$ cat config.mk
export PLATFORM = sky130hd
export DESIGN_NAME = ls_sequencer
export DESIGN_NICKNAME = d
export VERILOG_FILES = /design/src/rtl/ls_seq_pkg.sv /design/src/rtl/ls_wait_timer.sv /design/src/rtl/ls_sequencer.sv
export SDC_FILE = /design/constraint.sdc
export NUM_CORES = 1
export LEC_CHECK = 0
export CORE_AREA = 4 4 41 43
export DETAILED_ROUTE_END_ITERATION = 10
export DIE_AREA = 0 0 45 47
export PLACE_DENSITY = 0.69
export SKIP_LAST_GASP = 1
export SLEW_MARGIN = 20
export SYNTH_ARGS = -nofsm -noshare
export SYNTH_HDL_FRONTEND = slang
export SYNTH_HIERARCHICAL = 1
export SYNTH_SLANG_ARGS = --single-unit
$ cat constraint.sdc
create_clock -name clk -period 1.1 [get_ports clk]
set_input_delay 0.22 -clock clk [delete_from_list [all_inputs] [get_ports clk]]
set_output_delay 0.22 -clock clk [all_outputs]
set_load 0.005 [all_outputs]
$ cat src/rtl/ls_seq_pkg.sv
// ls_seq_pkg: shared constants for the load/store control sequencer.
//   - state encoding for the sequencer FSM (3-bit, legacy-compatible constants)
//   - supported opcodes OP_LW / OP_SW
//   - sign-extender selects IMM_I / IMM_S
//   - fault codes FC_NONE / FC_ILLEGAL / FC_TIMEOUT
//   - is_mem_wait(): true for states that hold a memory request open
package ls_seq_pkg;

   localparam logic [2:0] BOOT     = 3'd0;
   localparam logic [2:0] FETCH    = 3'd1;
   localparam logic [2:0] DECODE   = 3'd2;
   localparam logic [2:0] MEMADR   = 3'd3;
   localparam logic [2:0] MEMREAD  = 3'd4;
   localparam logic [2:0] MEMWB    = 3'd5;
   localparam logic [2:0] MEMWRITE = 3'd6;
   localparam logic [2:0] FAULT    = 3'd7;

   localparam logic [6:0] OP_LW = 7'b0000011;
   localparam logic [6:0] OP_SW = 7'b0100011;

   localparam logic IMM_I = 1'b0;
   localparam logic IMM_S = 1'b1;

   localparam logic [1:0] FC_NONE    = 2'b00;
   localparam logic [1:0] FC_ILLEGAL = 2'b01;
   localparam logic [1:0] FC_TIMEOUT = 2'b10;

   function automatic logic is_mem_wait(input logic [2:0] st);
      return (st == FETCH) || (st == MEMREAD) || (st == MEMWRITE);
   endfunction

endpackage

$ cat src/rtl/ls_wait_timer.sv
// ls_wait_timer: counts consecutive cycles a memory request has waited.
//   clk      in   clock, rising edge
//   rst      in   synchronous reset, active-high
//   run      in   a request is open and mem_ready is low this cycle
//   expired  out  this is the last tolerated wait cycle (count == TIMEOUT_CYCLES-1 while run)
// The count returns to zero whenever run drops. A request state is only left
// when mem_ready is high (run low) or on expiry, so this clears the count on
// every entry to FETCH, MEMREAD and MEMWRITE.
module ls_wait_timer #(
   parameter int TIMEOUT_CYCLES = 16
) (
   input  logic clk,
   input  logic rst,
   input  logic run,
   output logic expired
);

   localparam int W = $clog2(TIMEOUT_CYCLES);
   localparam logic [W-1:0] LAST = W'(TIMEOUT_CYCLES - 1);

   logic [W-1:0] count;

   always_ff @(posedge clk) begin
      if (rst || !run) begin
         count <= '0;
      end else begin
         count <= count + W'(1);
      end
   end

   assign expired = run && (count == LAST);

endmodule

$ cat src/rtl/ls_sequencer.sv
// ls_sequencer: multi-cycle control FSM for the load/store core
// (BOOT -> FETCH -> DECODE -> MEMADR -> MEMREAD -> MEMWB, or MEMADR -> MEMWRITE).
//   clk, rst     clock and synchronous active-high reset
//   op[6:0]      IR opcode field, stable from DECODE onward
//   mem_ready    memory completes the open request this cycle
//   mem_req      memory request valid
//   mem_we       1 = write, 0 = read
//   adr_src      memory address select: 0 = PC, 1 = ALUOut
//   ir_write     load IR (FETCH completion)
//   pc_write     PC <= PC + 4 (FETCH completion)
//   alu_src_b    ALU B operand: 0 = constant 4, 1 = Imm_Ext
//   imm_src      sign-extender select, registered in DECODE
//   reg_write    write memory data to rd
//   fault        sticky fault flag (FAULT state)
//   fault_code   00 none, 01 illegal opcode, 10 memory timeout
//   state_dbg    current FSM state, for checkers and debug
// Build option: define LS_TIMEOUT_EN to fault a request that waits
// TIMEOUT_CYCLES cycles without mem_ready; otherwise requests wait forever.
module ls_sequencer
   import ls_seq_pkg::*;
#(
   parameter int TIMEOUT_CYCLES = 16
) (
   input  logic       clk,
   input  logic       rst,
   input  logic [6:0] op,
   input  logic       mem_ready,
   output logic       mem_req,
   output logic       mem_we,
   output logic       adr_src,
   output logic       ir_write,
   output logic       pc_write,
   output logic       alu_src_b,
   output logic       imm_src,
   output logic       reg_write,
   output logic       fault,
   output logic [1:0] fault_code,
   output logic [2:0] state_dbg
);

   if (TIMEOUT_CYCLES < 2) begin : g_bad_timeout
      $error("ls_sequencer: TIMEOUT_CYCLES must be >= 2");
   end

   logic [2:0] state;
   logic [2:0] next_state;
   logic       decode_ok;
   logic       wait_expired;

   assign state_dbg = state;
   assign decode_ok = (op == OP_LW) || (op == OP_SW);

`ifdef LS_TIMEOUT_EN
   logic wait_run;
   assign wait_run = is_mem_wait(state) && !mem_ready;

   ls_wait_timer #(
      .TIMEOUT_CYCLES(TIMEOUT_CYCLES)
   ) u_wait_timer (
      .clk     (clk),
      .rst     (rst),
      .run     (wait_run),
      .expired (wait_expired)
   );
`else
   assign wait_expired = 1'b0;
`endif

   // Memory handshake: a transfer completes on a clock edge where mem_req and
   // mem_ready are both high. mem_req, mem_we and adr_src are decoded from the
   // state alone, so they cannot change until that edge (or reset/timeout,
   // which abandon the request). mem_ready is ignored while mem_req is low,
   // and ready in the first request cycle is a legal zero-wait completion.
   always_comb begin
      next_state = state;
      case (state)
         BOOT:     next_state = FETCH;
         FETCH: begin
            if (mem_ready)         next_state = DECODE;
            else if (wait_expired) next_state = FAULT;
         end
         DECODE:   next_state = decode_ok ? MEMADR : FAULT;
         // imm_src was loaded in DECODE and already tells LW from SW.
         MEMADR:   next_state = (imm_src == IMM_S) ? MEMWRITE : MEMREAD;
         MEMREAD: begin
            if (mem_ready)         next_state = MEMWB;
            else if (wait_expired) next_state = FAULT;
         end
         MEMWB:    next_state = FETCH;
         MEMWRITE: begin
            if (mem_ready)         next_state = FETCH;
            else if (wait_expired) next_state = FAULT;
         end
         FAULT:    next_state = FAULT;
         default:  next_state = BOOT;
      endcase
   end

   always_ff @(posedge clk) begin
      if (rst) begin
         state      <= BOOT;
         imm_src    <= IMM_I;
         fault_code <= FC_NONE;
      end else begin
         state <= next_state;
         if (state == DECODE) begin
            imm_src <= (op == OP_SW) ? IMM_S : IMM_I;
            if (!decode_ok) fault_code <= FC_ILLEGAL;
         end
         if (wait_expired) fault_code <= FC_TIMEOUT;
      end
   end

   always_comb begin
      mem_req   = 1'b0;
      mem_we    = 1'b0;
      adr_src   = 1'b0;
      ir_write  = 1'b0;
      pc_write  = 1'b0;
      alu_src_b = 1'b0;
      reg_write = 1'b0;
      case (state)
         FETCH: begin
            mem_req  = 1'b1;
            ir_write = mem_ready;
            pc_write = mem_ready;
         end
         MEMADR:   alu_src_b = 1'b1;
         MEMREAD: begin
            mem_req = 1'b1;
            adr_src = 1'b1;
         end
         MEMWB:    reg_write = 1'b1;
         MEMWRITE: begin
            mem_req = 1'b1;
            mem_we  = 1'b1;
            adr_src = 1'b1;
         end
         default: ;
      endcase
   end

   assign fault = (state == FAULT);

endmodule

[Word-level counts from Yosys, hierarchy flattened]
Cells that the tools add are included.
Operators by class
  multipliers: 0
  shift operators: 0
  multiplexer cells: 13
  eq/ne operators: 12
  $add $sub $neg: 0
  bitwise gates (word level): 1
  reduce and logical (&&, ||, !) cells: 7
  $lt $le $gt $ge: 0
  divide/modulo/power cells: 0
Operators by type and width (number)
  $pmux W3 S7: 1
  $eq A3 B3 Y1 const B: 4
  $mux W3: 4
  $eq A7 B2 Y1 const B: 1
  $eq A7 B6 Y1 const B: 1
  $mux W1: 7
  $eq A3 B2 Y1 const B: 2
  $ne A2 B2 Y1 const B: 3
  $reduce_or A2 Y1: 2
  $eq A3 B1 Y1 const B: 1
  $logic_not A3 Y1: 1
  $reduce_and A3 Y1: 1
  $reduce_or A3 Y1: 1
  $mux W2: 1
  $reduce_and A2 Y1: 1
  $logic_or A1 B1 Y1: 1
  $not A1 Y1: 1
Word-level totals
  bits in latches: 0
  output and inout bits: 14
  ROM bits: 0
  word-level logic and storage cells: 36
  memories: 0
  input port bits: 10
  bits in writable memories: 0
  register bits after elaboration: 5

[Longest topological paths before layout]
Gate-level depths: netlist of the first run.
  word-level depth: 4
  mapped depth: 4
  mapped depth without buffers: 4

[Least setup slack after synthesis of the first run]
Ideal clock, no wire load.
  path type: register -> output
  start point: register state[2], in the netlist state_dbg[2]
  end point: output port pc_write
  data required time: 880 ps
  arrival time: 1031 ps
  stages on the path, launching flop included: 4
  slack: -151 ps
  path through: dfxtp_1 -> nand2b_2 -> nor3b_1 -> buf_4
Between the ends
  word-level cells in the longest chain between the ends: 2
RTL lines
  from (decl): RTL line ls_sequencer.sv:45  | logic [2:0] state;
  from (signal assigned): RTL line ls_sequencer.sv:105  | state <= next_state;
  $eq A3 B1 Y1
  $mux W1
  to (decl): RTL line ls_sequencer.sv:32  | output logic pc_write,
No other way between the ends.

[Final worst setup path of the first run]
  start point: register state[0], in the netlist state_dbg[0]
  end point: output port pc_write
Between the ends
  word-level cells in the longest chain between the ends: 2
RTL lines
  $eq A3 B1 Y1: RTL line ls_sequencer.sv:122  | case (state)
  $mux W1: RTL line ls_sequencer.sv:122
No other way between the ends.

==> results.sh, run 1 <==
export IMPL_status="finished with violations"
export IMPL_violations="negative setup slack"
export IMPL_critical_path_arrival_ns=1.07
export IMPL_drive_gt1_share_pct=61.7
export IMPL_area_delta_synth_final_pct=122
export IMPL_place_worst_setup_slack_ns=-0.535
export IMPL_grt_use_met1_pct=14.9
export IMPL_r2r_setup_slack_ns=-0.13
export IMPL_finalHoldViolations=0
export IMPL_finClkSkew_ns=0.000455
export IMPL_min_from="fault_code[0]"
export IMPL_power_density_mw_per_mm2=960
export IMPL_start_util_pct=27.0
export IMPL_n_fill_cell=131
export IMPL_drt_first_pass_iters=3
export IMPL_diodes=0
export IMPL_finalCritPeriodShare_pct=117
export IMPL_max_cap_viol_count=0
export IMPL_ys_types=25
export IMPL_viasPerCell=4.83
export IMPL_drt_iter0_drc=2
export IMPL_reg2reg_from="state_dbg[2]"
export IMPL_p_int_mw=0.524
export IMPL_fin_util_pct=60.0
export IMPL_nets=92
export IMPL_setup_tns_ns=-1.47
export IMPL_coreArea_sq_mm=0.00130
export IMPL_hold_ws_ns=0.465
export IMPL_drc=0
export IMPL_cp_slowest_cell="dfxtp_4"
export IMPL_die_width_um=45
export IMPL_grt_max_degree=7
export IMPL_rr_endpoint="fault_code[0]"
export IMPL_synth_avg_cell_area_sq_um=8.79
export IMPL_cp_start_kind="register"
export IMPL_setup_viol=12
export IMPL_netlist_instances=40
export IMPL_clkLatencyLatePin_ns=0.25
export IMPL_p_leak_nw=0.366
export IMPL_htreeDepth=1
export IMPL_synthesis_area_sq_um=352
export IMPL_totalPowerFinal_mw=0.750
export IMPL_antenna_found_initial=0
export IMPL_yosysSeqAreaShare_pct=28.5
export IMPL_use_met3_pct=4.21
export IMPL_slew_violations=0
export IMPL_crit_buf_inv=2
export IMPL_wirelength_um=1300
export IMPL_ys_seq_elements=5
export IMPL_path_delay_family="flip-flops"
export IMPL_cts_sinks=5
export IMPL_swShare_pct=30.2
export IMPL_place_area_sq_um=648
export IMPL_portBuffers=22
export IMPL_tritoncts_num_buffers=3
export IMPL_busiest_layer="met2"
export IMPL_power_switching_mw=0.226
export IMPL_rsz0062_at_grt="yes"
export IMPL_r2r_cells=4
export IMPL_grt_total_usage_pct=13.1
export IMPL_grtUsageMet2_pct=21.5
export IMPL_clk_pin_slew_ns=0.05
export IMPL_ctsRootBufferMaster="clkbuf_4"
export IMPL_final_cell_mix="11 x buf_6, 9 x clkdlybuf4s50_1, 9 x buf_4"
export IMPL_cp_max_fo=4
export IMPL_crit_chain="buf_6 > nand2b_4 > nor3b_2 > buf_2"
export IMPL_hold_path_end="fault_code[0]"
export IMPL_fp_dieH_um=47
export IMPL_clockPowerShare_pct=30.3
export IMPL_holdPathStages=1
export IMPL_dp_hpwl_um=818
export IMPL_cp_required_ns=0.88
export IMPL_dp_cells=83
export IMPL_grt_pass1_vias=454
export IMPL_post_layout_nonfiller_instances=96
export IMPL_synth_yosys_warnings=6
export IMPL_dieArea_sq_mm=0.00212
export IMPL_cts_tree="done"
export IMPL_post_drt_wl_per_cell_um=13.5
export IMPL_clockBufferDepth=2
export IMPL_hold_class="register to register"
export IMPL_hold_buffers=0
export IMPL_num_vias=464
export IMPL_fin_area_sq_um=781
export IMPL_ir_drop_uv=525
export IMPL_globalRouteOverflowTotal=0
export IMPL_period_needed_ns=1.29
export IMPL_setup_ws_ns=-0.191
export IMPL_p_comb_share_pct=41.6
export IMPL_final_antenna_net_count=0
export IMPL_seqPwrFrac_pct=28.2
export IMPL_routabilityCongestion=0.762
export IMPL_cp_end_kind="output port"
export IMPL_max_freq_ghz=0.774
export IMPL_rows=13
export IMPL_slowest_delay_ns=0.36
export IMPL_layout_commonest_cell="buf_6"
export IMPL_synth_fp_nets=50
export IMPL_num_io_pins=24
export IMPL_crit_type="register to output port"
export IMPL_grt_pass1_wl_um=1970
==> synth_stat cells <==
| cell | n | area share [%] |
|---|---|---|
| or3b_1 | 1 | 2.5 |
| a31oi_1 | 1 | 1.8 |
| a311oi_1 | 1 | 2.5 |
| conb_1 | 1 | 1.1 |
| and3_2 | 2 | 4.3 |
| inv_2 | 1 | 1.1 |
| inv_1 | 3 | 3.2 |
| buf_2 | 1 | 1.4 |
| nor2_2 | 1 | 1.8 |
| nand2_1 | 3 | 3.2 |
| dfxtp_1 | 5 | 28 |
| o21ba_1 | 2 | 5.7 |
| o22ai_1 | 1 | 1.8 |
| nand2b_2 | 1 | 2.5 |
| buf_4 | 2 | 4.3 |
| nor3b_1 | 1 | 2.1 |
| a22o_1 | 1 | 2.5 |
| a2111oi_4 | 1 | 7.8 |
| a21oi_1 | 3 | 4.3 |
| nor2_1 | 3 | 3.2 |
| nand4_1 | 1 | 1.8 |
| nand2b_1 | 1 | 1.8 |
| and4bb_2 | 1 | 3.6 |
| o21ai_0 | 1 | 1.4 |
| nor4_4 | 1 | 6.0 |
==> layer usage <==
metal  part of all wire [%]  up-vias  wire, um
met1                     37      220       478
li1                       -      224         -
met4                    1.8        0        23
met5                      0        -         0
met2                     54       16       697
met3                    7.6        4        98
==> kinds of logic after synthesis <==
family / Yosys count / share of synthesized area, %
AND/OR/NAND/NOR: 16 / 32.7
AO/OA/AOI/OAI: 11 / 27.8
buffers and inverters: 7 / 9.96
flip-flops: 5 / 28.5
other: 1 / 1.07
==> sequential cells by signal (all words and copies together), names as in the netlist <==
name / count
fault_code: 1
imm_src: 1
state_dbg: 3
==> worst max path at each step <==
stage	end	start	slack, ns	cells after the start
after floorplan	state_dbg[2]	state_dbg[0]	-0.03	4
after global placement	pc_write	mem_ready	-0.50	3
after detailed placement	pc_write	mem_ready	-0.53	3
after CTS	state_dbg[2]	state_dbg[0]	-0.21	7
after global routing	ir_write	state_dbg[0]	-0.24	4
final	pc_write	state_dbg[0]	-0.19	4
==> what timing repair did <==
action,CTS,global route
pin swaps,4,9
gates resized for setup,58,16
cloned,0,0
setup endpoints to repair,16,14
buffers inserted,7,3
==> power by group through the flow <==
stage | Sequential [mW] | Combinational [mW] | Clock [mW]
after floorplan | 0.215 | 0.0911 | 0
after CTS | 0.208 | 0.266 | 0.230
final | 0.211 | 0.312 | 0.227
after global placement | 0.212 | 0.236 | 0
after detailed placement | 0.213 | 0.237 | 0
after global routing | 0.213 | 0.337 | 0.247
==> worst register-to-register path, delay by kind of cell (launching register included) <==
kind | cells | cell delay (ns)
simple gates | 1 | 0.39
compound gates | 2 | 0.30
buf+inv | 1 | 0.13
flops | 1 | 0.35
==> cell type report <==
type / count / area (sq um) / area share, %
clock buffer: 4 / 26.3 / 3.37
inverter: 4 / 20.0 / 2.56
multi-input combinational: 28 / 260 / 33.3
sequential: 5 / 111 / 14.3
tap: 15 / 18.8 / 2.40
timing repair buffer: 40 / 344 / 44.1
(Power assumes the default switching activity.)
==> run 2: changes to the inputs <==
Settings changed: PLACE_DENSITY 0.69 to 0.65.
==> results.sh, run 2 (synthesized netlist as in run 1, its figures left out) <==
export IMPL_portBuffers=22
export IMPL_wirelength_um=1160
export IMPL_violations="negative setup slack"
export IMPL_grt_pass1_vias=439
export IMPL_dieArea_sq_mm=0.00212
export IMPL_finalCritPeriodShare_pct=118
export IMPL_start_util_pct=27.0
export IMPL_hold_class="register to register"
export IMPL_fin_area_sq_um=747
export IMPL_crit_chain="buf_6 > nand2b_4 > nor3b_2 > buf_2"
export IMPL_routabilityCongestion=0.758
export IMPL_fin_util_pct=57.4
export IMPL_drt_first_pass_iters=4
export IMPL_reg2reg_from="state_dbg[0]"
export IMPL_rsz0062_at_grt="yes"
export IMPL_rows=13
export IMPL_ctsRootBufferMaster="clkbuf_4"
export IMPL_fp_dieH_um=47
export IMPL_min_from="fault_code[0]"
export IMPL_period_needed_ns=1.30
export IMPL_hold_buffers=0
export IMPL_cp_start_kind="register"
export IMPL_finalHoldViolations=0
export IMPL_clockBufferDepth=2
export IMPL_area_delta_synth_final_pct=112
export IMPL_hold_path_end="fault_code[0]"
export IMPL_holdPathStages=1
export IMPL_final_cell_mix="10 x buf_4, 9 x buf_2, 8 x buf_6"
export IMPL_drc=0
export IMPL_grt_total_usage_pct=12.3
export IMPL_die_width_um=45
export IMPL_ir_drop_uv=641
export IMPL_viasPerCell=4.66
export IMPL_cp_end_kind="output port"
export IMPL_slew_violations=0
export IMPL_r2r_setup_slack_ns=-0.09
export IMPL_rr_endpoint="imm_src"
export IMPL_cts_sinks=5
export IMPL_max_freq_ghz=0.768
export IMPL_critical_path_arrival_ns=1.08
export IMPL_status="finished with violations"
export IMPL_coreArea_sq_mm=0.00130
export IMPL_nets=90
export IMPL_htreeDepth=1
export IMPL_clkLatencyLatePin_ns=0.25
export IMPL_power_density_mw_per_mm2=947
export IMPL_setup_ws_ns=-0.202
export IMPL_setup_viol=11
export IMPL_diodes=0
export IMPL_drive_gt1_share_pct=60.8
export IMPL_layout_commonest_cell="buf_4"
export IMPL_cp_slowest_cell="dfxtp_4"
export IMPL_drt_iter0_drc=2
export IMPL_clk_pin_slew_ns=0.05
export IMPL_max_cap_viol_count=0
export IMPL_grt_pass1_wl_um=1810
export IMPL_largest_reg_flops=3
export IMPL_final_antenna_net_count=0
export IMPL_cts_tree="done"
export IMPL_finClkSkew_ns=0.00364
export IMPL_post_drt_wl_per_cell_um=12.3
export IMPL_r2r_cells=5
export IMPL_crit_type="register to output port"
export IMPL_num_io_pins=24
export IMPL_cp_max_fo=4
export IMPL_tritoncts_num_buffers=3
export IMPL_slowest_delay_ns=0.36
export IMPL_num_vias=438
export IMPL_p_leak_nw=0.355
export IMPL_antenna_found_initial=0
export IMPL_globalRouteOverflowTotal=0
export IMPL_cp_required_ns=0.88
export IMPL_dp_hpwl_um=843
export IMPL_place_area_sq_um=663
export IMPL_grt_max_degree=6
run 2: cell type report:
cell class              count  area, sq um
fillers                   126          554
repair buffers             38          315
multi-input cells          28          258
flip-flops and latches      5          111
clock buffers               4         26.3
well taps                  15         18.8
inverters                   4         17.5
run 2: what timing repair did:
action                     CTS  global route
buffers inserted             5             0
setup endpoints to repair   17            13
gates resized for setup     68             3
pin swaps                    9             3
run 2: stage by stage:
| step | cells | setup TNS [ns] | power, mW | worst slack (ns) | hold WS, ns |
|---|---|---|---|---|---|
| after global placement | 85 | -4.42 | 0.455 | -0.503 | 0.459 |
| final | 94 | -1.29 | 0.707 | -0.202 | 0.468 |
| after global routing | 94 | -2.00 | 0.759 | -0.267 | 0.510 |
| after CTS | 94 | -1.48 | 0.718 | -0.235 | 0.460 |
| after detailed placement | 85 | -4.66 | 0.457 | -0.532 | 0.467 |
| after floorplan | 40 | -0.0309 | 0.306 | -0.0309 | 0.284 |
run 2: metal layers:
metal  GRT usage [%]  part of all wire [%]  vias to the layer above
met5               0                     0                        -
li1                -                     -                      218
met3            2.68                   7.4                        2
met2            20.6                    49                       16
met4            8.77                   1.3                        0
met1            13.7                    43                      202
run 2: report_power, final:
group          total (mW)  switching [mW]  internal, mW
logic               0.275           0.107         0.168
clock network       0.220          0.0828         0.138
registers           0.212          0.0164         0.195
total               0.707           0.206         0.501
run 2: worst max-delay path by stage:
| stage | startpoint | to | slack [ns] | cells past startpoint |
|---|---|---|---|---|
| floorplan | state_dbg[0] | state_dbg[2] | -0.03 | 4 |
| global placement | mem_ready | pc_write | -0.50 | 3 |
| detailed placement | mem_ready | ir_write | -0.53 | 3 |
| CTS | state_dbg[0] | ir_write | -0.24 | 4 |
| global route | state_dbg[0] | ir_write | -0.27 | 4 |
| finish | state_dbg[0] | ir_write | -0.20 | 4 |
run 2: critical path: cells and delay by family (launching register included):
kind | cells | cell delay, ns
flops | 1 | 0.36
simple gates | 2 | 0.24
buf+inv | 2 | 0.24
